==> config.mk <==
export PLATFORM = sky130hd
export DESIGN_NAME = sm_add_arbiter
export DESIGN_NICKNAME = d
export VERILOG_FILES = /design/src/rtl/sm_add_pkg.sv /design/src/rtl/sm_add.sv /design/src/rtl/sm_add_arbiter.sv
export SDC_FILE = /design/constraint.sdc
export NUM_CORES = 1
export LEC_CHECK = 0
export BUFFER_PORTS_ARGS = -buffer_cell sky130_fd_sc_hd__buf_2
export CAP_MARGIN = 20
export CORE_MARGIN = 2
export CORE_UTILIZATION = 31
export CTS_BUF_LIST = sky130_fd_sc_hd__clkbuf_8
export DETAILED_ROUTE_END_ITERATION = 8
export SLEW_MARGIN = 20
export SYNTH_ARGS = -nofsm -noshare
export SYNTH_HDL_FRONTEND = slang
export SYNTH_HIERARCHICAL = 1
export SYNTH_SLANG_ARGS = --single-unit
==> constraint.sdc <==
create_clock -name clk -period 5.2 [get_ports clk]
set_input_delay 0.52 -clock clk [delete_from_list [all_inputs] [get_ports clk]]
set_output_delay 0.52 -clock clk [all_outputs]
set_load 0.02 [all_outputs]
==> src/rtl/sm_add_pkg.sv <==
// Shared widths, types and slot-state encoding for the sm_add arbiter slice.
// Optional feature macro: SM_ADD_SATURATE_EN (see sm_add.sv).
package sm_add_pkg;

  localparam int unsigned SM_W    = 8;
  localparam int unsigned SM_NREQ = 4;

  typedef logic [SM_W-1:0] sm_word_t;

  typedef struct packed {
    sm_word_t sum;
    logic     ovf;
  } sm_res_t;

  typedef enum logic {
    EMPTY = 1'b0,
    FULL  = 1'b1
  } slot_state_t;

endpackage

==> src/rtl/sm_add.sv <==
// Combinational sign-magnitude adder: bit W-1 is the sign, bits W-2:0 the magnitude.
// SM_ADD_SATURATE_EN defined: same-sign overflow clamps the magnitude to all-ones.
module sm_add
  import sm_add_pkg::*;
#(
  parameter int unsigned W = SM_W
) (
  input  logic [W-1:0] a,
  input  logic [W-1:0] b,
  output logic [W-1:0] sum,
  output logic         ovf
);

  localparam int unsigned M = W - 1;

  logic         sa;
  logic         sb;
  logic [M-1:0] ma;
  logic [M-1:0] mb;
  logic [M:0]   same_sum;
  logic [M-1:0] diff_ab;
  logic [M-1:0] diff_ba;

  assign sa = a[W-1];
  assign sb = b[W-1];
  assign ma = a[M-1:0];
  assign mb = b[M-1:0];

  // Add magnitudes for like signs, otherwise subtract smaller from larger.
  always_comb begin
    same_sum = {1'b0, ma} + {1'b0, mb};
    diff_ab  = ma - mb;
    diff_ba  = mb - ma;
    sum      = '0;
    ovf      = 1'b0;
    if (sa == sb) begin
      ovf = same_sum[M];
`ifdef SM_ADD_SATURATE_EN
      sum = same_sum[M] ? {sa, {M{1'b1}}} : {sa, same_sum[M-1:0]};
`else
      sum = {sa, same_sum[M-1:0]};
`endif
    end else if (ma > mb) begin
      sum = {sa, diff_ab};
    end else if (mb > ma) begin
      sum = {sb, diff_ba};
    end else begin
      // Equal magnitudes cancel to +0, never -0.
      sum = '0;
    end
  end

endmodule

==> src/rtl/sm_add_arbiter.sv <==
// Round-robin arbiter sharing one sm_add among NREQ requesters, with a single
// registered result slot and a saturating overflow counter.
// Optional feature macro: SM_ADD_SATURATE_EN (passed through to sm_add).
module sm_add_arbiter
  import sm_add_pkg::*;
#(
  parameter  int unsigned NREQ = SM_NREQ,
  parameter  int unsigned W    = SM_W,
  localparam int unsigned IDW  = $clog2(NREQ)
) (
  input  logic              clk,
  input  logic              rst,
  input  logic [NREQ-1:0]   req_valid,
  output logic [NREQ-1:0]   req_ready,
  input  logic [NREQ*W-1:0] req_a,
  input  logic [NREQ*W-1:0] req_b,
  output logic              res_valid,
  input  logic              res_ready,
  output logic [W-1:0]      res_sum,
  output logic              res_ovf,
  output logic [IDW-1:0]    res_id,
  output logic [15:0]       ovf_cnt
);

  slot_state_t    state;
  logic [IDW-1:0] rr_ptr;
  logic           can_accept;
  logic           accept;
  logic           found;
  logic [IDW-1:0] grant_idx;
  logic [IDW-1:0] cand;
  logic [W-1:0]   op_a;
  logic [W-1:0]   op_b;
  logic [W-1:0]   add_sum;
  logic           add_ovf;

  assign res_valid  = (state == FULL);
  assign can_accept = !res_valid || res_ready;
  assign accept     = can_accept && found;

  // Pick the first valid requester at or after rr_ptr, wrapping to 0.
  always_comb begin
    found     = 1'b0;
    grant_idx = '0;
    cand      = '0;
    for (int unsigned i = 0; i < NREQ; i++) begin
      cand = IDW'((32'(rr_ptr) + i) % NREQ);
      if (!found && req_valid[cand]) begin
        found     = 1'b1;
        grant_idx = cand;
      end
    end
  end

  // One-hot grant, gated by slot availability; independent of operand data.
  always_comb begin
    req_ready = '0;
    for (int unsigned i = 0; i < NREQ; i++) begin
      req_ready[i] = accept && (grant_idx == IDW'(i));
    end
  end

  // Route the granted operand pair to the shared adder.
  always_comb begin
    op_a = '0;
    op_b = '0;
    for (int unsigned i = 0; i < NREQ; i++) begin
      if (grant_idx == IDW'(i)) begin
        op_a = req_a[i*W +: W];
        op_b = req_b[i*W +: W];
      end
    end
  end

  sm_add #(
    .W (W)
  ) u_sm_add (
    .a   (op_a),
    .b   (op_b),
    .sum (add_sum),
    .ovf (add_ovf)
  );

  // Result slot: accept overrides pop so a pop+accept stays FULL.
  always_ff @(posedge clk or posedge rst) begin
    if (rst) begin
      state   <= EMPTY;
      res_sum <= '0;
      res_ovf <= 1'b0;
      res_id  <= '0;
    end else if (accept) begin
      state   <= FULL;
      res_sum <= add_sum;
      res_ovf <= add_ovf;
      res_id  <= grant_idx;
    end else if (res_valid && res_ready) begin
      state   <= EMPTY;
    end
  end

  // Advance the round-robin pointer past the requester just served.
  always_ff @(posedge clk or posedge rst) begin
    if (rst) begin
      rr_ptr <= '0;
    end else if (accept) begin
      rr_ptr <= (grant_idx == IDW'(NREQ - 1)) ? '0 : grant_idx + 1'b1;
    end
  end

  // Count accepted operations that overflowed, holding at full scale.
  always_ff @(posedge clk or posedge rst) begin
    if (rst) begin
      ovf_cnt <= '0;
    end else if (accept && add_ovf && (ovf_cnt != 16'hFFFF)) begin
      ovf_cnt <= ovf_cnt + 16'd1;
    end
  end

endmodule

==> run_results.csv <==
group,metric,value,unit
sta,slew_viol_final,0,
synth,ys_ff_latch,30,
floorplan,io_pins,103,
placed_design,dp.final_hpwl,7140,microns
cts,cts_tree,"built",
synth,avgSynthCellArea,7.85,sq um
sta,fin_crit_sh,90.5,%
cts,path_clk_slew,0.06,ns
synth,synth_top_family_by_area,"simple AND/OR/NAND/NOR gates",
setup_path,worst_setup_path_start_kind,"flop",
synth,synth-simple-area-share,25.7,%
hold_path,hp-class,"in -> async",
setup_path,crit_slowest_cell,"ha_1",
sta,fmax,212,MHz
synth,async_reset_ff_share,100,%
cts,cts.repair.resized,0,
grt,antenna_found_initial,0,
cts,clk_latency,0.28,ns
run_status,status,"finished, final reports clean",
synth,synth_compound_area_share,24.0,%
grt,first_global_vias,3115,
sta,finalHoldViolCount,0,
floorplan,start_util,31.9,%
cts,htreeDepth,2,
setup_path,worstPathCellList,"nand2_1 -> nand2_1 -> a21oi_1 -> o22ai_1 -> ha_1 -> nand3b_1 -> a21oi_1 -> a21oi_1 -> o21ai_0 -> inv_1 -> ha_1 -> o21bai_1 -> a21oi_1 -> o31ai_1 -> a21oi_1 -> o31ai_1 -> nand3_4 -> nor3_2 -> and4_4 -> mux2_4",
synth,synth_flop_cell,"dfrtp_1",
setup_path,rr_endpoint,"ovf_cnt[15]",
power,switching_power,1.50,mW
setup_path,worstSetupPathType,"reg -> reg",
setup_path,cp-end-kind,"flop",
synth,synthTopCellsByArea,"dfrtp_1, ha_1, nand2_1, a21oi_1, o21ai_0",
power,vdd_drop_max,258,uV
power,comb_power_share,79.3,%
power,powerDensity,728,mW/mm^2
synth,yosysTopAreaCell,"dfrtp_1",
setup_path,path_max_fanout,11,
grt,grt_first_pass_wirelength,14800,microns
routing,drc,0,
synth,synthCells,395,
synth,syn_area,0.00310,sq mm
setup_path,r2r_cells,20,
floorplan,die-area,0.0108,sq mm
floorplan,num_rows,36,
routing,firstDrtPassIters,5,
sta,rsz0062_at_grt,"false",
setup_path,crit_family,"compound AO/OA/AOI/OAI gates",
synth,ys_seq_area_share,24.2,%
power,p_sw_share,52.9,%
sta,setup_viol,0,
routing,totalWireLength,8620,microns
sta,setup_tns,0,ns
layout,final_core_util,39.9,%
synth,muxShareOfSynthArea,2.02,%
run,cap_violations,0,
placed_design,portBuffers,102,
power,clkPwrFrac,8.3,%
sta,fin_worst_skew,0.00484,ns
synth,synth_warnings,6,
placed_design,gp_congestion,0.881,
sta,relSlewSlack,47.0,%
routing,vias,3193,
layout,syn_to_final_growth,25.4,%
routing,antenna_left,0,
power,p_leak,1.87,nW
sta,fin_crit,4.71,ns
setup_path,required,5.37,ns
routing,avgViaCountPerCell,5.05,
synth,synth_commonest_cells,"nand2_1, a21oi_1, dfrtp_1",
synth,yosysUniqueCellTypes,60,
synth,synth_top_area_share,24.2,%
setup_path,critical-path-max-stage-delay,0.45,ns
layout,nets,599,
grt,grt_usage,16.2,%
routing,drt_iter0_drc,138,
setup_path,reg2reg_from,"rr_ptr[1]",
grt,gr-total-overflow,0,
setup_path,cpMostUsedCell,"a21oi_1",
synth,synth_fa_ha_area_share,12.2,%
cts,holdBufCountCts,0,
power,seqPwrFrac,12.4,%
cts,cts_buffer_depth,2,
sta,worstMarginPinSlew,0.793,ns
setup_path,reg2reg_slack,0.49,ns
power,p_int,1.33,mW
floorplan,die_x,104,microns
floorplan,core_area,0.00973,sq mm
synth,synth_fp_nets,495,
cts,cts_buffers,5,
layout,drive_gt1_share,30.7,%
synth,synthXorXnorAreaFrac,4.52,%
routing,wl_per_cell,13.6,microns
synth,post-synth-top-count-cell,"nand2_1",
cts,clock-root-buffer,"clkbuf_8",
cts,cts_setup_buffers,0,
layout,diodes,0,
floorplan,die_h,104,microns
cts,cts_sinks,30,
setup_path,crit_buf_inv,1,
setup_path,crit_arrival,4.87,ns
grt,grt_max_degree,31,
synth,synth-edff-count,0,
==> worst max path at each step <==
stage	from	end	slack (ns)	cells past startpoint
2_1_floorplan	req_valid[0]	ovf_cnt[12]	0.48	22
3_3_place_gp	req_valid[0]	ovf_cnt[15]	0.32	21
5_1_grt	rr_ptr[1]	ovf_cnt[15]	0.02	20
3_5_place_dp	req_valid[0]	ovf_cnt[15]	0.18	21
6_report	rr_ptr[1]	ovf_cnt[15]	0.49	20
4_1_cts	req_valid[0]	ovf_cnt[15]	0.46	21
==> cell type report <==
| cell class | count | area, sq um |
|---|---|---|
| multi-input cells | 316 | 2120 |
| inverters | 29 | 109 |
| clock buffers | 6 | 82.6 |
| well taps | 133 | 166 |
| repair buffers | 117 | 623 |
| flip-flops and latches | 30 | 751 |
| fillers | 1033 | 5840 |
| clock inverters | 1 | 30.0 |
==> metal layers <==
layer	part of all wire (%)	track usage, %	routed length, microns	up-vias
met4	1.6	4.44	137	0
met3	4.5	2.57	384	14
met2	47	27.5	4080	86
met5	0	0	0	-
li1	-	-	-	1591
met1	47	21.4	4020	1502
==> flip-flops by register name (all words and copies together) (netlist names) <==
signal     count
res_id         2
res_ovf        1
res_valid      1
res_sum        8
ovf_cnt       16
rr_ptr         2
==> through the flow <==
| stage | hold slack, ns | instance area (sq um) | setup WS [ns] | instances | power (mW) |
|---|---|---|---|---|---|
| floorplan | 0.492 | 3100 | 0.478 | 395 | 2.08 |
| global placement | 0.459 | 3770 | 0.315 | 625 | 2.55 |
| detailed placement | 0.461 | 3770 | 0.181 | 625 | 2.58 |
| CTS | 0.343 | 3880 | 0.463 | 632 | 2.83 |
| global route | 0.367 | 3890 | 0.0178 | 632 | 3.11 |
| finish | 0.312 | 3890 | 0.494 | 632 | 2.83 |
==> power groups by stage <==
stage               Combinational (mW)  Sequential [mW]  Clock (mW)
finish                            2.24            0.351       0.235
global route                      2.49            0.362       0.257
CTS                               2.23            0.352       0.243
detailed placement                2.23            0.355           0
global placement                  2.19            0.355           0
floorplan                         1.66            0.411           0
==> logic make-up after synthesis <==
family,Yosys count
adder cells (fa/ha/maj),29
flip-flops,30
multiplexers,5
AO/OA/AOI/OAI,117
AND/OR/NAND/NOR,149
XOR/XNOR,16
buffers and inverters,49
==> layout by cell type, fill, tap and decap left out, drive strengths merged, types with 4 or more instances in the layout <==
cell / instances
clkbuf: 6
xor2: 5
nor3: 4
nor2: 15
dfrtp: 30
buf: 117
a211oi: 5
nand3: 9
inv: 29
nand3b: 15
xnor2: 11
nand4: 7
nand2b: 6
mux2: 4
o21a: 5
nand2: 74
o31ai: 7
and3: 6
ha: 27
a21oi: 49
o22ai: 5
o21ai: 26
Note: power is estimated with default switching activity, not from simulation.
